`src/rtl/decode_stage.sv`:
```
// Instruction decode stage: RV32I load/store/branch/R-type decode, 32x32 register file, ID/EX register.
// Latency: one cycle. Stall holds ID/EX (illegal forced low); flush outranks stall and inserts a bubble.
module decode_stage #(
  parameter int XLEN  = 32,
  parameter int NREGS = 32
) (
  input  logic            clk,
  input  logic            rst,
  input  logic [31:0]     instr,
  input  logic            instr_valid,
  input  logic            stall,
  input  logic            flush,
  input  logic            wr_en,
  input  logic [4:0]      wr_addr,
  input  logic [XLEN-1:0] wr_data,
  output logic [XLEN-1:0] inReg1,
  output logic [XLEN-1:0] inReg2,
  output logic [XLEN-1:0] imm,
  output logic            ALUSrc,
  output logic [6:0]      func7,
  output logic [2:0]      func3,
  output logic [1:0]      AluOp,
  output logic [4:0]      rd,
  output logic            RegWrite,
  output logic            MemRead,
  output logic            MemWrite,
  output logic            MemToReg,
  output logic            Branch,
  output logic            ex_valid,
  output logic            illegal
);

  localparam logic [6:0] OP_RTYPE  = 7'b0110011;
  localparam logic [6:0] OP_LOAD   = 7'b0000011;
  localparam logic [6:0] OP_STORE  = 7'b0100011;
  localparam logic [6:0] OP_BRANCH = 7'b1100011;

  typedef struct packed {
    logic [XLEN-1:0] r1;
    logic [XLEN-1:0] r2;
    logic [XLEN-1:0] imm;
    logic            alusrc;
    logic [6:0]      f7;
    logic [2:0]      f3;
    logic [1:0]      aluop;
    logic [4:0]      rd;
    logic            regw;
    logic            memr;
    logic            memw;
    logic            m2r;
    logic            br;
    logic            vld;
  } idex_t;

  logic [NREGS-1:0][XLEN-1:0] regs_q;
  idex_t                      idex_q;
  idex_t                      idex_d;
  logic                       illegal_q;
  logic                       legal;
  logic [4:0]                 rs1;
  logic [4:0]                 rs2;
  logic [XLEN-1:0]            rs1_val;
  logic [XLEN-1:0]            rs2_val;

  assign rs1 = instr[19:15];
  assign rs2 = instr[24:20];

  // Same-cycle writeback is forwarded so the captured operand is never stale.
  always_comb begin
    rs1_val = '0;
    rs2_val = '0;
    if (rs1 != 5'd0) rs1_val = (wr_en && wr_addr == rs1) ? wr_data : regs_q[rs1];
    if (rs2 != 5'd0) rs2_val = (wr_en && wr_addr == rs2) ? wr_data : regs_q[rs2];
  end

  always_comb begin
    idex_d     = '0;
    legal      = 1'b0;
    idex_d.r1  = rs1_val;
    idex_d.r2  = rs2_val;
    idex_d.f7  = instr[31:25];
    idex_d.f3  = instr[14:12];
    idex_d.rd  = instr[11:7];
    idex_d.vld = 1'b1;
    case (instr[6:0])
      OP_RTYPE: begin
        legal        = 1'b1;
        idex_d.aluop = 2'b10;
        idex_d.regw  = 1'b1;
      end
      OP_LOAD: begin
        legal         = 1'b1;
        idex_d.alusrc = 1'b1;
        idex_d.memr   = 1'b1;
        idex_d.m2r    = 1'b1;
        idex_d.regw   = 1'b1;
        idex_d.imm    = {{(XLEN-12){instr[31]}}, instr[31:20]};
      end
      OP_STORE: begin
        legal         = 1'b1;
        idex_d.alusrc = 1'b1;
        idex_d.memw   = 1'b1;
        idex_d.rd     = 5'd0;
        idex_d.imm    = {{(XLEN-12){instr[31]}}, instr[31:25], instr[11:7]};
      end
      OP_BRANCH: begin
        legal        = 1'b1;
        idex_d.aluop = 2'b01;
        idex_d.br    = 1'b1;
        idex_d.rd    = 5'd0;
        idex_d.imm   = {{(XLEN-13){instr[31]}}, instr[31], instr[7],
                        instr[30:25], instr[11:8], 1'b0};
      end
      default: legal = 1'b0;
    endcase
  end

  always_ff @(posedge clk) begin
    if (rst) begin
      regs_q    <= '0;
      idex_q    <= '0;
      illegal_q <= 1'b0;
    end else begin
      if (wr_en && wr_addr != 5'd0) regs_q[wr_addr] <= wr_data;
      if (flush) begin
        idex_q    <= '0;
        illegal_q <= 1'b0;
      end else if (stall) begin
        illegal_q <= 1'b0;
      end else if (instr_valid && legal) begin
        idex_q    <= idex_d;
        illegal_q <= 1'b0;
      end else begin
        idex_q    <= '0;
        illegal_q <= instr_valid;
      end
    end
  end

  assign inReg1   = idex_q.r1;
  assign inReg2   = idex_q.r2;
  assign imm      = idex_q.imm;
  assign ALUSrc   = idex_q.alusrc;
  assign func7    = idex_q.f7;
  assign func3    = idex_q.f3;
  assign AluOp    = idex_q.aluop;
  assign rd       = idex_q.rd;
  assign RegWrite = idex_q.regw;
  assign MemRead  = idex_q.memr;
  assign MemWrite = idex_q.memw;
  assign MemToReg = idex_q.m2r;
  assign Branch   = idex_q.br;
  assign ex_valid = idex_q.vld;
  assign illegal  = illegal_q;

endmodule

```
`config.mk`:
```
export PLATFORM = sky130hd
export DESIGN_NAME = decode_stage
export DESIGN_NICKNAME = d
export VERILOG_FILES = /design/src/rtl/decode_stage.sv
export SDC_FILE = /design/constraint.sdc
export NUM_CORES = 2
export LEC_CHECK = 0
export BUFFER_PORTS_ARGS = -buffer_cell sky130_fd_sc_hd__buf_2
export CORE_ASPECT_RATIO = 1.5
export CORE_MARGIN = 2
export CORE_UTILIZATION = 44
export DETAILED_ROUTE_END_ITERATION = 7
export MAX_ROUTING_LAYER = met4
export PLACE_DENSITY = 0.58
export RECOVER_POWER = 50
export SYNTH_ARGS = -nofsm -noshare
export SYNTH_HDL_FRONTEND = slang
export SYNTH_SLANG_ARGS = --single-unit
export TNS_END_PERCENT = 5
```
`constraint.sdc`:
```
create_clock -name clk -period 2.1 [get_ports clk]
set_clock_uncertainty 0.05 [all_clocks]
set_input_delay 0.105 -clock clk [delete_from_list [all_inputs] [get_ports clk]]
set_output_delay 0.105 -clock clk [all_outputs]
set_load 0.01 [all_outputs]
```
==> results.toml <==
[yosys]
synth.most_common_cell = "nand2_1"
avgSynthCellArea_um2 = 8.73
yosysUniqueCellTypes = 52
synthCells = 6270
ys_top_cells_by_area = "dfxtp_1 41%, mux4_2 16%, nand2_1 14%, a21oi_1 9.7%, mux2i_1 4.6%"
yosysTopAreaCell = "dfxtp_1"
ys_async_sr_fraction = 0
mappedNetlistArea_mm2 = 0.0547
synth-seq-cells = 1124
yosysWarnings = 0
synth_top_area_frac = 0.411
synth-edff-count = 0
ys.flop_type = "dfxtp_1"
seq_area_frac_synth = 0.411
syn_nets = 6345
synth_commonest_cells = "2,024 x nand2_1, 1,124 x dfxtp_1, 1,057 x a21oi_1"

[timing]
tightest_slew_ns = 1.89
hold_viol_final = 3
rsz0062_at_grt = "true"
period_minus_slack_ns = 2.09
timing.final.max_slew_violations = 934
fin_ws_ns = 0.0146
fin_crit_sh = 0.993
fin_hold_ws_ns = -0.00643
fmaxAchievable_mhz = 480
max_slew_margin = -0.258
finalSetupViolCount = 0

[worst_setup_path]
reg2reg_slack_ns = 0.26
path_cells = "clkbuf_1, nand2_1, or2_0, nor2_1, buf_2, nand2_1, a21oi_1"
crit_type = "primary input to flop"
cpMostUsedCell = "nand2_1"
worstReg2RegStart = "func3[0]"
crit_fanout = 26
slowest_delay_ns = 0.87
cp.required_ns = 2.69
reg2reg_depth = 4
endpoint_kind = "flop"
start_kind = "primary input"
cp.arrival_ns = 2.68
cp_slowest_cell = "buf_2"
r2r-end = "func3[0]"

[detailed_routing]
num_vias = 52074
firstDrtPassIters = 6
drc_errors = 0
vias_per_cell = 6.48
wl_um = 242000
wl_per_cell_um = 30.1
drt.antenna.violating_nets = 0
drt_iter0_markers = 6768

[global_route]
antenna_found_initial = 19
grt-busiest-layer = "met2"
grt.overflow.total = 0
grtUsageMet3 = 0.0820
grt_pass1_vias = 49498
grt_util_met2 = 0.591
grt.total_usage = 0.381
grt_pass1_wl_um = 346000
grt_max_degree = 212
use_met1 = 0.444

[clocking]
clk_pin_slew_ns = 0.07
cts_root_buf = "clkbuf_16"
cts_inserted_buffers = 107
insertion_delay_ns = 0.74
cts_buffer_depth = 3
tritoncts = "yes"
ctsHtreeMaxLevel = 3
cts.sinks = 1124

[finish]
layout-drive-gt1-share = 0.187
synthToLayoutAreaGrowth_pct = 17.1
nets = 6410
n_fill_cell = 11193
final_util = 0.519
final-instance-count-excl-fill = 8037

[floorplan]
coreArea_mm2 = 0.124
die_area_mm2 = 0.127
io_pins = 196
die_h_um = 436
start_util = 0.443
die-width_um = 292
rows = 158

[power_and_ir_drop]
p_per_area_mw_per_mm2 = 735
p_leak_nw = 21.5
ir_worst_vdd_mv = 0.647

[hold_path]
hold_depth = 6
holdCritPathClass = "primary input to flop"
min_to = "func7[3]"
min_from = "instr[5]"

[placed_design]
dp_slack_ns = -0.0899
place_inst = 7737
gp_congestion = 0.941
hpwl_um = 154000
port_buffers = 195

[job]
cap_violations = 5

[run_status]
violations = "negative hold slack, max-capacitance violations, max-slew violations"
outcome = "finished, violations left"
[per-stage QoR]
step	hold slack (ns)	cell area (um^2)	setup TNS, ns	total power [mW]
3_5_place_dp	0.299	59800	-0.175	25.9
2_1_floorplan	0.199	54700	0	24.2
4_1_cts	0.0161	64500	0	47.1
6_report	-0.00643	64100	0	47.1
3_3_place_gp	0.289	59800	-0.264	25.8
5_1_grt	0.0286	64100	-0.132	48.1
[power by group]
part,switching (mW),internal [mW],leakage (nW),total [mW]
registers,0.110,21.5,9.06,21.6
clock network,9.01,12.5,1.88,21.5
logic,2.67,1.35,10.6,4.02
[critical path: cells and delay by family]
kind | cells | cell delay, ns
buf+inv | 2 | 1.43
simple gates | 4 | 0.91
compound gates | 1 | 0.17
[cell type report]
class	count	area [um^2]	area share
inverters	2	7.51	0.000117
clock buffers	152	3150	0.0492
well taps	1600	2000	0.0312
flip-flops and latches	1124	22500	0.351
clock inverters	43	668	0.0104
repair buffers	661	6190	0.0966
diodes	16	40.0	0.000625
multi-input cells	4439	29500	0.461
[how the worst max path moves through the flow]
stage	cells after the start	slack (ns)	to	start
after detailed placement	7	-0.09	inReg2[9]	instr[20]
final	7	0.01	regs_q[439]	wr_addr[2]
after floorplan	9	0.27	inReg1[11]	instr[15]
after global placement	7	-0.11	inReg2[9]	instr[20]
after global routing	8	-0.07	func3[0]	instr[4]
after CTS	9	0.01	func3[2]	instr_valid
[registers in the layout, summed over array words and instances, names as in the netlist]
register	flops
RegWrite	1
func7	7
illegal	1
ex_valid	1
AluOp	2
MemRead	1
func3	3
regs_q	1024
imm	13
MemWrite	1
ALUSrc	1
rd	5
inReg1	32
inReg2	32
[repair_timing]
| item | 4_1_cts | 5_1_grt |
|---|---|---|
| endpoints found under the setup margin | 0 | 4 |
| hold buffers | 85 | 0 |
| buffers inserted | 0 | 4 |
| endpoints found under the hold margin | 1059 | 0 |
| resized for setup | 0 | 2 |
[cell usage in the layout, fill, tap and decap left out, types with 7 or more instances in the layout]
cell / synthesis / layout
nand2_1: 2024 / 2000
dfxtp_1: 1124 / 1124
a21oi_1: 1057 / 1057
mux4_2: 387 / 387
mux2i_1: 252 / 252
buf_4: 41 / 218
buf_2: 125 / 185
a22oi_1: 140 / 140
buf_12: 0 / 123
clkbuf_16: 0 / 110
dlygate4sd3_1: 0 / 84
a22o_1: 66 / 66
a32oi_1: 65 / 65
o22ai_1: 63 / 63
o221ai_1: 62 / 62
a211oi_1: 62 / 62
nor2_1: 71 / 51
o21ai_1: 38 / 38
nor2b_1: 39 / 35
clkbuf_2: 3 / 29
clkbuf_1: 522 / 28
nand2_2: 0 / 24
clkbuf_8: 0 / 24
o21ai_0: 22 / 22
nor2_4: 0 / 20
clkinv_2: 0 / 19
bufinv_16: 0 / 17
diode_2: 0 / 16
xor2_1: 9 / 9
buf_6: 2 / 7
[metal layers]
layer	share of wire	vias up	wire [um]
li1	-	22212	-
met1	0.35	25329	85700
met2	0.46	3466	111000
met3	0.11	1067	25900
met4	0.082	0	19800
met5	0	-	0
[kinds of logic (layout without fill, tap and decap cells)]
| kind of cell | after synthesis | in the layout | synth area share |
|---|---|---|---|
| AO/OA/AOI/OAI | 1596 | 1596 | 0.172 |
| buffers and inverters | 707 | 858 | 0.0545 |
| multiplexers | 640 | 640 | 0.206 |
| XOR/XNOR | 11 | 11 | 0.00176 |
| flip-flops | 1124 | 1124 | 0.411 |
| other | 0 | 16 | 0 |
| AND/OR/NAND/NOR | 2192 | 2192 | 0.155 |
Power figures use the tool's default switching activity.
